`src/rtl/as_op_sequencer.sv`:
```
// as_op_sequencer
//   Operand sequencer for the AS_4bit combinational adder/subtractor.
//   - Accepts one op on the in_* valid/ready port.
//   - Drives as_A/as_B/as_M and holds them for SETTLE cycles.
//   - Captures as_s/as_cout and adds zero and overflow flags.
//   - Returns the result on the out_* valid/ready port.
//   - Keeps an accumulator, so ACC ops can chain on the last result.
//
// Parameters
//   WIDTH   operand/result width (must match the adder)
//   SETTLE  number of DRIVE cycles before capture, 1..15
//
// Ports
//   clk, rst             clock (rising edge) and asynchronous active-high reset
//   in_valid/in_ready    op handshake
//   in_op                0=ADD a+b, 1=SUB a-b, 2=ACC_ADD acc+b, 3=ACC_SUB acc-b
//   in_a, in_b           operands (in_a is ignored for ACC ops)
//   as_A, as_B, as_M     to the adder
//   as_s, as_cout        from the adder
//   out_valid/out_ready  result handshake
//   out_res              result
//   out_carry            raw adder carry (for SUB, 1 = no borrow)
//   out_zero, out_ovf    zero and two's-complement overflow flags
//   acc                  accumulator value
//
// Build option
//   AS_SEQ_SAT_EN        when defined, unsigned saturation is applied at capture
//                        (affects out_res, out_zero and acc only)
module as_op_sequencer #(
    parameter int unsigned WIDTH  = 4,
    parameter int unsigned SETTLE = 1
) (
    input  logic             clk,
    input  logic             rst,
    input  logic             in_valid,
    output logic             in_ready,
    input  logic [1:0]       in_op,
    input  logic [WIDTH-1:0] in_a,
    input  logic [WIDTH-1:0] in_b,
    output logic [WIDTH-1:0] as_A,
    output logic [WIDTH-1:0] as_B,
    output logic             as_M,
    input  logic [WIDTH-1:0] as_s,
    input  logic             as_cout,
    output logic             out_valid,
    input  logic             out_ready,
    output logic [WIDTH-1:0] out_res,
    output logic             out_carry,
    output logic             out_zero,
    output logic             out_ovf,
    output logic [WIDTH-1:0] acc
);

    typedef enum logic [1:0] {StIdle, StDrive, StHold} state_e;

    state_e             state_q, state_d;
    logic [3:0]         cnt_q, cnt_d;
    logic [WIDTH-1:0]   a_q, a_d, b_q, b_d;
    logic               m_q, m_d;
    logic [WIDTH-1:0]   acc_q, acc_d, res_q, res_d;
    logic               valid_q, valid_d, carry_q, carry_d;
    logic               zero_q, zero_d, ovf_q, ovf_d;
    logic [WIDTH-1:0]   beff;
    logic [WIDTH-1:0]   res_cap;

    assign in_ready = (state_q == StIdle) & ~rst;

    // Effective B as the adder sees it (inverted for subtract).
    assign beff = b_q ^ {WIDTH{m_q}};

`ifdef AS_SEQ_SAT_EN
    // Unsigned saturation: ADD overflow clamps high, SUB borrow clamps low.
    always_comb begin
        res_cap = as_s;
        if (!m_q && as_cout) begin
            res_cap = '1;
        end else if (m_q && !as_cout) begin
            res_cap = '0;
        end
    end
`else
    assign res_cap = as_s;
`endif

    always_comb begin
        state_d = state_q;
        cnt_d   = cnt_q;
        a_d     = a_q;
        b_d     = b_q;
        m_d     = m_q;
        acc_d   = acc_q;
        res_d   = res_q;
        valid_d = valid_q;
        carry_d = carry_q;
        zero_d  = zero_q;
        ovf_d   = ovf_q;
        case (state_q)
            StIdle: begin
                if (in_valid && in_ready) begin
                    a_d     = in_op[1] ? acc_q : in_a;
                    b_d     = in_b;
                    m_d     = in_op[0];
                    cnt_d   = 4'(SETTLE - 1);
                    state_d = StDrive;
                end
            end
            StDrive: begin
                if (cnt_q != 4'd0) begin
                    cnt_d = cnt_q - 4'd1;
                end else begin
                    res_d   = res_cap;
                    carry_d = as_cout;
                    zero_d  = (res_cap == '0);
                    ovf_d   = (a_q[WIDTH-1] == beff[WIDTH-1]) & (as_s[WIDTH-1] != a_q[WIDTH-1]);
                    acc_d   = res_cap;
                    valid_d = 1'b1;
                    state_d = StHold;
                end
            end
            StHold: begin
                if (out_ready) begin
                    valid_d = 1'b0;
                    state_d = StIdle;
                end
            end
            default: state_d = StIdle;
        endcase
    end

    always_ff @(posedge clk or posedge rst) begin
        if (rst) begin
            state_q <= StIdle;
            cnt_q   <= 4'd0;
            a_q     <= '0;
            b_q     <= '0;
            m_q     <= 1'b0;
            acc_q   <= '0;
            res_q   <= '0;
            valid_q <= 1'b0;
            carry_q <= 1'b0;
            zero_q  <= 1'b0;
            ovf_q   <= 1'b0;
        end else begin
            state_q <= state_d;
            cnt_q   <= cnt_d;
            a_q     <= a_d;
            b_q     <= b_d;
            m_q     <= m_d;
            acc_q   <= acc_d;
            res_q   <= res_d;
            valid_q <= valid_d;
            carry_q <= carry_d;
            zero_q  <= zero_d;
            ovf_q   <= ovf_d;
        end
    end

    assign as_A      = a_q;
    assign as_B      = b_q;
    assign as_M      = m_q;
    assign acc       = acc_q;
    assign out_res   = res_q;
    assign out_valid = valid_q;
    assign out_carry = carry_q;
    assign out_zero  = zero_q;
    assign out_ovf   = ovf_q;

endmodule

```
`config.mk`:
```
export PLATFORM = sky130hd
export DESIGN_NAME = as_op_sequencer
export DESIGN_NICKNAME = d
export VERILOG_FILES = /design/src/rtl/as_op_sequencer.sv
export SDC_FILE = /design/constraint.sdc
export NUM_CORES = 1
export LEC_CHECK = 0
export BUFFER_PORTS_ARGS = -buffer_cell sky130_fd_sc_hd__clkbuf_2
export CAP_MARGIN = 25
export CORE_UTILIZATION = 35
export DETAILED_ROUTE_END_ITERATION = 10
export PLACE_DENSITY = 0.63
export SLEW_MARGIN = 20
export SYNTH_ARGS = -nofsm -noshare
export SYNTH_HDL_FRONTEND = slang
export SYNTH_SLANG_ARGS = --single-unit
```
`constraint.sdc`:
```
create_clock -name clk -period 4.9 [get_ports clk]
set_input_delay 1.47 -clock clk [delete_from_list [all_inputs] [get_ports clk]]
set_output_delay 1.47 -clock clk [all_outputs]
set_load 0.01 [all_outputs]
```
==> insert_results.sql <==
INSERT INTO impl_metrics (metric_group, metric, value, unit) VALUES
('clock_network', 'ctsLongestPathBuffers', '2', ''),
('run', 'maxCapViolCount', '0', ''),
('global_routing', 'grt_pass1_wl', '3610', 'um'),
('global_routing', 'vias_in_the_first_global_route', '819', ''),
('run_status', 'run_status', 'complete, no violations', ''),
('synth', 'synthesis.area', '1180', 'um2'),
('final_layout', 'fillCellCount', '294', ''),
('critical_path', 'worst-setup-path-type', 'input port to output port', ''),
('final_layout', 'layout.core_utilization', '45.3', '%'),
('timing', 'setup_viol', '0', ''),
('timing', 'timing.final.max_slew_violations', '0', ''),
('synth', 'muxShareOfSynthArea', '17.9', '%'),
('placed_design', 'gp_congestion', '0.719', ''),
('drt', 'wl_met2', '1130', 'um'),
('clock_network', 'path_clk_slew', '120', 'ps'),
('timing', 'report.final.hold_viol_count', '0', ''),
('pwr', 'leakage', '0.000735', 'uW'),
('timing', 'max_slew.worst_pin.slew', '755', 'ps'),
('synth', 'synth.lib_cells_used.distinct', '35', ''),
('global_routing', 'antenna_found_initial', '0', ''),
('die', 'chipWidth', '60.1', 'um'),
('synth', 'yosysSeqAreaShare', '48.7', '%'),
('critical_path', 'timing.critical_path.to_type', 'output port', ''),
('timing', 'finClkSkew', '3.01', 'ps'),
('global_routing', 'largest_net_degree_at_the_start_of_global_routing', '24', ''),
('synth', 'synth-compound-area-share', '9.63', '%'),
('synth', 'synth_seq_cells', '23', ''),
('die', 'design.portCount', '41', ''),
('final_layout', 'nets', '154', ''),
('die', 'rows', '20', ''),
('placed_design', 'post-dp-hpwl', '1700', 'um'),
('placed_design', 'portBuffers', '40', ''),
('final_layout', 'sequential_cell_area', '576', 'um2'),
('drt', 'post-route-drc-count', '0', ''),
('drt', 'met3WireLength', '91', 'um'),
('drt', 'dr.pass1.iters', '4', ''),
('critical_path', 'required', '3430', 'ps'),
('final_layout', 'layout-drive-gt1-share', '45.5', '%'),
('critical_path', 'critical_path.startpoint_type', 'input port', ''),
('pwr', 'power_density', '377', 'nW/um2'),
('timing', 'relative_max_transition_margin', '49.5', '%'),
('timing', 'setup_repair_after_global_routing_missed_its_margin', 'no', ''),
('timing', 'tns', '0', 'ps'),
('clock_network', 'cts-resized-gates', '0', ''),
('synth', 'synth.avg_cell_area', '12.3', 'um2'),
('critical_path', 'worstPathArrival', '1880', 'ps'),
('synth', 'post_synth_most_frequent_cells', '23 x sky130_fd_sc_hd__dfrtp_1, 7 x sky130_fd_sc_hd__mux2_4, 6 x sky130_fd_sc_hd__a21oi_1', ''),
('timing', 'final_period_minus_worst_setup_slack', '3350', 'ps'),
('synth', 'yosysTopAreaCellShare', '48.7', '%'),
('timing', 'achievable-frequency', '298', 'MHz'),
('die', 'design.die.area', '3610', 'um2'),
('synth', 'synth_most_common_cell', 'sky130_fd_sc_hd__dfrtp_1', ''),
('synth', 'simple_gate_portion_of_the_synthesized_area', '14.4', '%'),
('synth', 'ys.flop_type', 'sky130_fd_sc_hd__dfrtp_1', ''),
('synth', 'synth-warning-count', '0', ''),
('drt', 'dr_total_vias', '838', ''),
('timing', 'period_utilisation_layout', '68.4', '%'),
('clock_network', 'cts.repair_timing.setup_buffer_count', '0', ''),
('clock_network', 'htree_num_levels', '1', ''),
('clock_network', 'cts_num_sinks', '23', ''),
('clock_network', 'clk-insertion-delay-late', '310', 'ps'),
('drt', 'met1_length', '1010', 'um'),
('synth', 'syn-instance-count', '96', ''),
('drt', 'topRoutingLayerUsed', 'met4', ''),
('global_routing', 'gr-total-overflow', '0', ''),
('final_layout', 'area_of_the_multi_input_gates', '529', 'um2'),
('drt', 'first_iter_violations', '16', ''),
('hold_path', 'worst_hold_path_type', 'flop to flop', ''),
('final_layout', 'area_growth_syn_to_layout', '19.9', '%'),
('synth', 'post_synth_fa_ha_maj_area_fraction', '2.12', '%'),
('clock_network', 'cts-buffers-inserted', '3', '');
worst max-delay path: stages:
cell	delay, ps
sky130_fd_sc_hd__clkbuf_2	120
sky130_fd_sc_hd__nor3_1	130
sky130_fd_sc_hd__clkbuf_2	160
per-layer routing:
layer | up-vias | GRT usage [%]
met4 | 0 | 3.99
met2 | 28 | 23.4
met1 | 399 | 17.0
met5 | - | 0
met3 | 5 | 2.60
li1 | 406 | -
flip-flops by register name (all words and copies together), names as in the netlist, 2 cells and up:
name	flops
as_A	4
as_B	4
cnt_q	4
out_res	4
state_q	2
final timing paths:
check                      slack [ps]  startpoint   endpoint  cells past startpoint
max                              1550         rst   in_ready                      3
min                               500     as_B[1]    as_B[1]                      1
max reg2reg                      2840    cnt_q[0]    out_ovf                      5
min reg2reg                       500     as_B[1]    as_B[1]                      1
max in group asynchronous        3330         rst  out_valid                      3
min in group asynchronous        1150         rst    as_A[1]                      2
kinds of logic (layout without fill, tap and decap cells):
logic type,Yosys count,in the layout
multiplexers,17,17
adder cells (fa/ha/maj),2,2
flip-flops,23,23
XOR/XNOR,1,1
buffers and inverters,13,49
AND/OR/NAND/NOR,23,23
AO/OA/AOI/OAI,17,17
per-stage QoR:
step	instances	instance area [um2]	power, uW	hold WS (ps)	setup WS (ps)
final	176	1420	534	503	1550
after global routing	176	1420	570	545	1520
after CTS	175	1400	540	511	1530
after detailed placement	171	1380	453	481	1540
after global placement	171	1380	446	466	1550
after floorplan	96	1180	392	515	1700
where the power goes:
group	switching (uW)	leakage (uW)	internal, uW	total, uW
combinational	81.5	0.000438	94.2	176
clock	57.0	0.0000177	30.5	87.5
sequential	38.0	0.000279	233	271
total	177	0.000735	357	534
placed cells by master (no fill, tap or decap), types with 3 or more instances in the layout:
cell	n
sky130_fd_sc_hd__clkbuf_2	40
sky130_fd_sc_hd__dfrtp_1	23
sky130_fd_sc_hd__mux2_4	7
sky130_fd_sc_hd__a21oi_1	6
sky130_fd_sc_hd__nor2_1	5
sky130_fd_sc_hd__mux2i_1	5
sky130_fd_sc_hd__nand2b_1	4
sky130_fd_sc_hd__inv_1	4
sky130_fd_sc_hd__mux2_2	3
sky130_fd_sc_hd__clkbuf_4	3
cell type report:
class | count | area share [%]
sequential | 23 | 40.6
clock inverter | 1 | 0.353
multi-input combinational | 60 | 37.3
timing repair buffer | 41 | 15.2
tap | 44 | 3.88
inverter | 4 | 1.06
clock buffer | 3 | 1.59
Power figures use the tool's default switching activity.
